**src/rtl/mem_wb_stage_if.sv**
```systemverilog
// Data-memory request/acknowledge bus used by the memory-access stage.
// The stage is the master; the data memory (or its model) is the slave.
interface mem_wb_stage_if;
    logic        dmem_req;
    logic        dmem_we;
    logic [63:0] dmem_addr;
    logic [63:0] dmem_wdata;
    logic [7:0]  dmem_wstrb;
    logic        dmem_ack;
    logic [63:0] dmem_rdata;

    modport master (
        output dmem_req,
        output dmem_we,
        output dmem_addr,
        output dmem_wdata,
        output dmem_wstrb,
        input  dmem_ack,
        input  dmem_rdata
    );

    modport slave (
        input  dmem_req,
        input  dmem_we,
        input  dmem_addr,
        input  dmem_wdata,
        input  dmem_wstrb,
        output dmem_ack,
        output dmem_rdata
    );
endinterface

```
**src/rtl/mem_wb_stage.sv**
```systemverilog
// Memory-access stage: branch resolve, dmem req/ack with lane steering,
// load extension, misalign detect, timeout, and the MEM/WB register.
module mem_wb_stage #(
    parameter int MAX_WAIT = 16
) (
    input  logic        clk,
    input  logic        reset,
    input  logic [4:0]  rd_in,
    input  logic        Branch_in,
    input  logic        MemWrite_in,
    input  logic        MemRead_in,
    input  logic        MemtoReg_in,
    input  logic        RegWrite_in,
    input  logic [2:0]  funct3_in,
    input  logic [63:0] Adder_B_in,
    input  logic [63:0] Result_in,
    input  logic        ZERO_in,
    input  logic [63:0] data_in,
    output logic        PCSrc,
    output logic [63:0] branch_target,
    output logic        stall,
    mem_wb_stage_if.master dmem,
    output logic [4:0]  rd_out,
    output logic        RegWrite_out,
    output logic        MemtoReg_out,
    output logic [63:0] ReadData_out,
    output logic [63:0] Result_out,
    output logic        misalign,
    output logic        mem_err
);
    typedef enum logic { IDLE, ACCESS } state_t;

    state_t      state, state_n;
    logic [7:0]  cnt;
    logic [1:0]  size;
    logic [2:0]  a;
    logic        memop, mis;
    logic        start, finish, tmo, pass, bubble, mis_p;
    logic [7:0]  wstrb_n;
    logic [63:0] wdata_n, lane, ld_ext;

    assign PCSrc          = Branch_in & ZERO_in;
    assign branch_target  = Adder_B_in;
    assign size           = funct3_in[1:0];
    assign a              = Result_in[2:0];
    assign memop          = MemRead_in | MemWrite_in;
    assign dmem.dmem_addr = {Result_in[63:3], 3'b000};
    assign lane           = dmem.dmem_rdata >> {a, 3'b000};

    assign mis = (size == 2'b01 && a[0]) ||
                 (size == 2'b10 && a[1:0] != 2'b00) ||
                 (size == 2'b11 && a != 3'b000);

    // Hold upstream while an aligned access is being launched or awaits ack.
    assign stall = (state == IDLE && memop && !mis) ||
                   (state == ACCESS && !dmem.dmem_ack);

    // Store byte enables and replicated write data for the access size.
    always_comb begin
        wstrb_n = 8'h00;
        wdata_n = data_in;
        unique case (size)
            2'b00: begin
                wstrb_n = 8'h01 << a;
                wdata_n = {8{data_in[7:0]}};
            end
            2'b01: begin
                wstrb_n = 8'h03 << a;
                wdata_n = {4{data_in[15:0]}};
            end
            2'b10: begin
                wstrb_n = 8'h0F << a;
                wdata_n = {2{data_in[31:0]}};
            end
            default: begin
                wstrb_n = 8'hFF;
                wdata_n = data_in;
            end
        endcase
    end

    // Load lane truncation followed by sign or zero extension.
    always_comb begin
        ld_ext = lane;
        unique case (size)
            2'b00: ld_ext = funct3_in[2] ? {56'b0, lane[7:0]}
                                         : {{56{lane[7]}}, lane[7:0]};
            2'b01: ld_ext = funct3_in[2] ? {48'b0, lane[15:0]}
                                         : {{48{lane[15]}}, lane[15:0]};
            2'b10: ld_ext = funct3_in[2] ? {32'b0, lane[31:0]}
                                         : {{32{lane[31]}}, lane[31:0]};
            default: ld_ext = lane;
        endcase
    end

    // Next state and per-cycle actions; ack in IDLE is never looked at.
    always_comb begin
        state_n = state;
        start   = 1'b0;
        finish  = 1'b0;
        tmo     = 1'b0;
        pass    = 1'b0;
        bubble  = 1'b0;
        mis_p   = 1'b0;
        unique case (state)
            IDLE: begin
                if (memop && mis) begin
                    mis_p  = 1'b1;
                    bubble = 1'b1;
                end else if (memop) begin
                    start   = 1'b1;
                    bubble  = 1'b1;
                    state_n = ACCESS;
                end else begin
                    pass = 1'b1;
                end
            end
            ACCESS: begin
                if (dmem.dmem_ack) begin
                    finish  = 1'b1;
                    state_n = IDLE;
                end else if (cnt == 8'(MAX_WAIT - 1)) begin
                    tmo     = 1'b1;
                    bubble  = 1'b1;
                    state_n = IDLE;
                end
            end
            default: state_n = IDLE;
        endcase
    end

    // FSM state, wait counter and the registered memory request.
    always_ff @(posedge clk or negedge reset) begin
        if (!reset) begin
            state           <= IDLE;
            cnt             <= 8'd0;
            dmem.dmem_req   <= 1'b0;
            dmem.dmem_we    <= 1'b0;
            dmem.dmem_wstrb <= 8'h00;
            dmem.dmem_wdata <= 64'd0;
        end else begin
            state <= state_n;
            if (start) begin
                cnt             <= 8'd0;
                dmem.dmem_req   <= 1'b1;
                dmem.dmem_we    <= MemWrite_in;
                dmem.dmem_wstrb <= MemWrite_in ? wstrb_n : 8'h00;
                dmem.dmem_wdata <= wdata_n;
            end else if (finish || tmo) begin
                dmem.dmem_req   <= 1'b0;
                dmem.dmem_we    <= 1'b0;
                dmem.dmem_wstrb <= 8'h00;
            end else if (state == ACCESS) begin
                cnt <= cnt + 8'd1;
            end
        end
    end

    // MEM/WB pipeline register plus misalign pulse and sticky error.
    always_ff @(posedge clk or negedge reset) begin
        if (!reset) begin
            rd_out       <= 5'd0;
            RegWrite_out <= 1'b0;
            MemtoReg_out <= 1'b0;
            ReadData_out <= 64'd0;
            Result_out   <= 64'd0;
            misalign     <= 1'b0;
            mem_err      <= 1'b0;
        end else begin
            misalign <= mis_p;
            mem_err  <= mem_err | tmo;
            if (pass || finish) begin
                rd_out       <= rd_in;
                RegWrite_out <= RegWrite_in;
                MemtoReg_out <= MemtoReg_in;
                Result_out   <= Result_in;
                ReadData_out <= (finish && !MemWrite_in) ? ld_ext : 64'd0;
            end else if (bubble) begin
                RegWrite_out <= 1'b0;
                MemtoReg_out <= 1'b0;
                ReadData_out <= 64'd0;
            end
        end
    end
endmodule

```
**src/flat_wrapper.sv**
```systemverilog
// flat-port wrapper written by rule: the top's interface ports become plain ports
module mem_wb_stage_flat 
#(
    parameter int MAX_WAIT = 16
)
  (clk, reset, rd_in, Branch_in, MemWrite_in, MemRead_in, MemtoReg_in, RegWrite_in, funct3_in, Adder_B_in, Result_in, ZERO_in, data_in, PCSrc, branch_target, stall, rd_out, RegWrite_out, MemtoReg_out, ReadData_out, Result_out, misalign, mem_err, dmem_dmem_req, dmem_dmem_we, dmem_dmem_addr, dmem_dmem_wdata, dmem_dmem_wstrb, dmem_dmem_ack, dmem_dmem_rdata);
  mem_wb_stage_if dmem_i ();
  input  logic clk;
  input  logic reset;
  input  logic [4:0] rd_in;
  input  logic Branch_in;
  input  logic MemWrite_in;
  input  logic MemRead_in;
  input  logic MemtoReg_in;
  input  logic RegWrite_in;
  input  logic [2:0] funct3_in;
  input  logic [63:0] Adder_B_in;
  input  logic [63:0] Result_in;
  input  logic ZERO_in;
  input  logic [63:0] data_in;
  output logic PCSrc;
  output logic [63:0] branch_target;
  output logic stall;
  output logic [4:0] rd_out;
  output logic RegWrite_out;
  output logic MemtoReg_out;
  output logic [63:0] ReadData_out;
  output logic [63:0] Result_out;
  output logic misalign;
  output logic mem_err;
  output wire logic [$bits(dmem_i.dmem_req)-1:0] dmem_dmem_req;
  output wire logic [$bits(dmem_i.dmem_we)-1:0] dmem_dmem_we;
  output wire logic [$bits(dmem_i.dmem_addr)-1:0] dmem_dmem_addr;
  output wire logic [$bits(dmem_i.dmem_wdata)-1:0] dmem_dmem_wdata;
  output wire logic [$bits(dmem_i.dmem_wstrb)-1:0] dmem_dmem_wstrb;
  input wire logic [$bits(dmem_i.dmem_ack)-1:0] dmem_dmem_ack;
  input wire logic [$bits(dmem_i.dmem_rdata)-1:0] dmem_dmem_rdata;
  assign dmem_dmem_req = dmem_i.dmem_req;
  assign dmem_dmem_we = dmem_i.dmem_we;
  assign dmem_dmem_addr = dmem_i.dmem_addr;
  assign dmem_dmem_wdata = dmem_i.dmem_wdata;
  assign dmem_dmem_wstrb = dmem_i.dmem_wstrb;
  assign dmem_i.dmem_ack = dmem_dmem_ack;
  assign dmem_i.dmem_rdata = dmem_dmem_rdata;
  mem_wb_stage #(.MAX_WAIT(MAX_WAIT)) u_core (.clk(clk), .reset(reset), .rd_in(rd_in), .Branch_in(Branch_in), .MemWrite_in(MemWrite_in), .MemRead_in(MemRead_in), .MemtoReg_in(MemtoReg_in), .RegWrite_in(RegWrite_in), .funct3_in(funct3_in), .Adder_B_in(Adder_B_in), .Result_in(Result_in), .ZERO_in(ZERO_in), .data_in(data_in), .PCSrc(PCSrc), .branch_target(branch_target), .stall(stall), .dmem(dmem_i), .rd_out(rd_out), .RegWrite_out(RegWrite_out), .MemtoReg_out(MemtoReg_out), .ReadData_out(ReadData_out), .Result_out(Result_out), .misalign(misalign), .mem_err(mem_err));
endmodule
```
**config.mk**
```make
export PLATFORM = sky130hd
export DESIGN_NAME = mem_wb_stage_flat
export DESIGN_NICKNAME = d
export VERILOG_FILES = /design/src/rtl/mem_wb_stage_if.sv /design/src/rtl/mem_wb_stage.sv /design/src/flat_wrapper.sv
export SDC_FILE = /design/constraint.sdc
export NUM_CORES = 1
export LEC_CHECK = 0
export ABC_AREA = 0
export CORE_AREA = 8 8 235 237
export CTS_CLUSTER_DIAMETER = 100
export DETAILED_ROUTE_END_ITERATION = 8
export DIE_AREA = 0 0 243 245
export GPL_TIMING_DRIVEN = 0
export PLACE_DENSITY = 0.59
export SLEW_MARGIN = 20
export SYNTH_ARGS = -nofsm -noshare
export SYNTH_HDL_FRONTEND = slang
export SYNTH_SLANG_ARGS = --single-unit
```
**constraint.sdc**
```tcl
create_clock -name clk -period 5.8 [get_ports clk]
set_clock_uncertainty 0.15 [all_clocks]
set_input_delay 0.58 -clock clk [delete_from_list [all_inputs] [get_ports clk]]
set_output_delay 0.58 -clock clk [all_outputs]
set_load 0.05 [all_outputs]
```
Yosys cells after proc, flatten, opt, wreduce, memory -nomap -nowiden --
Index checks and enable logic that the tools add are counted.
Cells by class: add/sub/neg operators 1, multiply operators 0, div/mod/pow operators 0, order comparisons 0, equal/unequal tests 5, shift-type cells 4, mux-type cells 39, bitwise gates (word level) 4, reduce and logical (&&, ||, !) cells 23
Operators by type and width (number):
- 64-bit two-way mux | 6
- 64-bit one-hot mux with 3 select lines | 2
- 64-bit by 6-bit right shift with 64-bit output | 1
- 8-bit two-way mux | 6
- 8-bit one-hot mux with 3 select lines | 1
- 1-bit two-way mux | 22
- 8-bit by 1-bit adder with 8-bit output (second input constant) | 1
- 8-bit by 4-bit equality test with 1-bit output (second input constant) | 1
- 1-bit logical AND | 8
- 2-bit nonzero test | 4
- 1-bit by 3-bit << shifter with 8-bit output (first input constant) | 1
- 2-bit by 3-bit << shifter with 8-bit output (first input constant) | 1
- 4-bit by 3-bit << shifter with 8-bit output (first input constant) | 1
- 1-bit logical OR | 5
- 2-bit equality test (second input constant) | 2
- 1-bit one-hot mux with 2 select lines | 2
- 1-bit logical NOT | 3
- 3-bit nonzero test | 1
- 2-bit by 1-bit equality test with 1-bit output (second input constant) | 1
- 2-bit logical NOT | 1
- 2-bit by 1-bit != test with 1-bit output (second input constant) | 1
- 1-bit bitwise OR | 2
- 2-bit AND reduction | 1
- 1-bit AND | 1
- 1-bit NOT | 1
Storage, ports and cells: register bits 220, bits in latches 0, memory bits (writable) 0, bits in read-only memories 0, input bits 273, word-level logic and storage cells 89, memories kept 0

Logic depth before layout (Yosys ltp) --
depth after elaboration 9, depth in mapped cells 10

Worst setup path before layout --
Ideal clock, no wire load.
path type input -> output, start point in funct3_in[1], end point out stall, data arrival time 2.214 ns, required time 5.070 ns, path slack 2.856 ns, stages on the path 8, buffers on the path 3, cells stage by stage inv_1 > ha_1 > or3_1 > a21o_1 > clkbuf_1 > buf_2 > buf_2 > nand2_1
On the way: longest elaborated chain between the ends 7
Ends and longest elaborated chain:
- start: declaration | RTL line flat_wrapper.sv:16 | input logic [2:0] funct3_in;
- 2-bit by 1-bit equality test with 1-bit output or 2-bit equality test (tied branches) | RTL line mem_wb_stage.sv:50, mem_wb_stage.sv:51
- 1-bit logical AND, on equally long branches | RTL line mem_wb_stage.sv:50, mem_wb_stage.sv:51
- 1-bit logical OR | RTL line mem_wb_stage.sv:50 | assign mis = (size == 2'b01 && a[0]) ||
- 1-bit logical OR * | RTL line mem_wb_stage.sv:51 | (size == 2'b10 && a[1:0] != 2'b00) ||
- 1-bit logical NOT * | RTL line mem_wb_stage.sv:55 | assign stall = (state == IDLE && memop && !mis) ||
- 1-bit logical AND * | RTL line mem_wb_stage.sv:55
- 1-bit logical OR * | RTL line mem_wb_stage.sv:55
- end: declaration | RTL line flat_wrapper.sv:23 | output logic stall;
Every way passes the cells marked *; elsewhere a longest branch is shown, timed or not.

Worst setup path after layout --
Same ends and word-level chain as after synthesis.

==> impl_results.md <==
- Type of the most critical hold path: reg -> reg
- Worst R2R Setup Slack: 3270 ps
- Bufs on Longest Clock Path: 3
- IO Pins: a little over 600
- RSZ-0062 raised after global routing: no
- Number of global-route vias before repair: around 13,000
- Post-synth EDFFs: 0
- DIE HEIGHT: 245 um
- Pins over their slew limit: 0
- Final nets: 2,201
- Cts hold-fix bufs: 1
- FFs w/ async S/R, synth: 100%
- Htree depth: 1
- Max-cap violation count: 0
- Row count: 84
- Clock-pin slew on the worst setup and hold paths: 50 ps
- Quantity of gates resized following cts: 0
- Final ANT Viol Nets: 0
- Kind of critical path: in -> out
- Initial antenna violation count: 4
- RePlAce Congestion: 0.901
- Yosys reg bits: 220
- Pwr dens: 369 mW/mm2
- Final setup fails: 0
- Post-DP HPWL: about 48,000 um
- Syn Inst Count: 1,342
- Iter 0 DRT Violations: 803
- Fin crit period: approximately 4800 ps
- Clk Latency, worst-skew pair: roughly 560 ps
- Worst Path Arrival: 4110 ps
- Setup ws final: 959 ps
- Slowest CP cell: clkdlybuf4s50_1
- Final Hold Viols: 0
- DIE AREA: 0.0595 mm2
- Root Buffer: clkbuf_16
- Die W: 243 um
- Critical path required time: 5070 ps
- Max Fclk: 207 MHz
- CP max stage delay: 830 ps
- Overflow after GRT: 0
- Critical path endpoint category: primary output
- CP startpoint kind: input pin
- Synth top area share: 44.6%
- Yosys cell types: 60
- Vias/cell: approximately 4.7
- DRC Markers: 0
- Gr usage total: between 10% and 20%
- Pre-CTS WS: 918 ps
- Worst hold slack: 321 ps
- Drt wl/cell: approximately 22 um
- Via count: 12,419
- Syn avg cell area: 9.19 um2
- Synth cell count leaders: nand2_1 (358), dfrtp_1 (220), buf_4 (136), nor2_1 (72), o21ai_0 (61)
- Fraction of layout cells with a size suffix above 1: about an eighth
- Starting density of the core: 23.9%
- Post-synth top flop: dfrtp_1
- WL final: approximately 58,000 um
- CTS sink cnt: 220
- Largest net degree at the start of global routing: 67
- Slew HR: about 46%
- Core footprint: 0.0517 mm2
- Post-route clock period utilization: between 80% and 90%
- Leakage: 8.54 nW
- Inserted Clock Buffers: 27
- DR pass1 iterations: 5
- Most common cell in the netlist: nand2_1
- Synth area leaders: dfrtp_1 (45%), nand2_1 (11%), buf_4 (8.3%)
- Outcome: finished clean
- Crit-path cells: clkdlybuf4s50_1 > inv_1 > ha_1 > or3_1 > a21o_1 > clkbuf_1 > buf_2 > buf_2 > nand2_1 > clkdlybuf4s50_1
- Max FO, Critical Path: 10
- VDD IR max: 217 uV
- Global-route wire length before repair: 85,500 um
- Slew @ Worst Pin: 809 ps
- CTS tree: built
- Fill count: 5,248
- Setup Fix Bufs, Post-CTS: 0
- Synth warnings: 0
- CP bufs+invs: 6
- Number of port buffers: 545
- Mapped Area: 0.0123 mm2
- Synth-to-Final Area Change: 59.0%
- CP top delay family: buffers and inverters
- Seq/Total Area, Yosys: 44.6%
- Leading area contributor after synthesis: dfrtp_1
[final timing paths]
kind,end,depth (start not counted),start
setup reg to reg,u_core.Result_out[52],6,u_core.state
max in group asynchronous,u_core.ReadData_out[9],5,reset
min in group asynchronous,u_core.dmem.dmem_wdata[57],2,reset
hold reg to reg,u_core.rd_out[3],2,u_core.rd_out[3]
hold / removal,u_core.rd_out[3],2,u_core.rd_out[3]
setup / recovery,stall,10,funct3_in[1]
[metrics by stage]
step / cell area (um2) / setup TNS [ps] / total power [mW] / util, % / cells
6_report: 19600 / 0 / 7.23 / 37.9 / 2628
4_1_cts: 19600 / 0 / 7.33 / 37.9 / 2627
2_1_floorplan: 12300 / 0 / 4.21 / - / 1344
5_1_grt: 19600 / 0 / 7.57 / 37.9 / 2628
3_3_place_gp: 18700 / -1271260 / 5.59 / 36.1 / 2577
3_5_place_dp: 18700 / 0 / 5.63 / 36.3 / 2580
[final cells by class]
| class | instances | area [um2] | share of cell area, % |
|---|---|---|---|
| buffer | 226 | 1450 | 7.37 |
| multi-input combinational | 890 | 5360 | 27.3 |
| timing repair buffer | 549 | 5550 | 28.3 |
| inverter | 8 | 30.0 | 0.153 |
| antenna | 1 | 2.50 | 0.0128 |
| clock buffer | 38 | 777 | 3.96 |
| tap | 688 | 861 | 4.39 |
| sequential | 220 | 5510 | 28.1 |
| clock inverter | 8 | 75.1 | 0.383 |
[state kept, by name, indices dropped and copies added (netlist names)]
register                cells
u_core.RegWrite_out         1
u_core.misalign             1
u_core.dmem.dmem_wdata     64
u_core.rd_out               5
u_core.Result_out          64
u_core.dmem.dmem_req        1
u_core.cnt                  8
u_core.state                1
u_core.dmem.dmem_we         1
u_core.MemtoReg_out         1
u_core.dmem.dmem_wstrb      8
u_core.mem_err              1
u_core.ReadData_out        64
[kinds of logic after synthesis]
family / share of synthesized area (%)
and+or+nand+nor: 15.2
AOI/OAI and AO/OA: 18.4
buffers and inverters: 12.0
DFF: 44.6
muxes: 8.69
xor gates and xnor gates: 0.497
adders and majority gates: 0.609
other: 0.0304
[report_power, final]
part	leakage (nW)	switching [mW]	total, mW	internal [mW]
registers	2.83	0.202	2.09	1.89
clock network	0.420	0.688	1.66	0.969
logic	5.29	2.34	3.48	1.14
[worst register-to-register path, cell delays in order, from the launching register on]
cell and delay (ps):
dfrtp_1 440, nor2b_1 200, nor2_1 550, clkbuf_1 520, buf_1 430, nand2_1 100
nand2_1 70
[cell usage in the layout (no fill, tap or decap), types with 16 or more instances in the layout]
master | netlist | layout
a211oi_1 | 16 | 16
a21oi_1 | 21 | 21
a221o_1 | 19 | 19
a32oi_1 | 33 | 33
buf_2 | 20 | 20
buf_4 | 136 | 136
clkbuf_1 | 51 | 56
clkbuf_16 | 0 | 27
clkdlybuf4s50_1 | 0 | 544
dfrtp_1 | 220 | 220
mux2i_1 | 52 | 52
nand2_1 | 358 | 358
nor2_1 | 72 | 72
o21ai_0 | 61 | 61
o21ai_1 | 44 | 44
o31ai_1 | 33 | 33
[layer usage]
metal  track usage [%]  up-vias  wire (um)
met4              6.61        4       1930
met2              30.8      581      28000
li1                  -     5739          -
met3              4.84       90       4650
met1              22.8     6005      23500
met5                 0        -         23
Power figures use the tool's default switching activity.
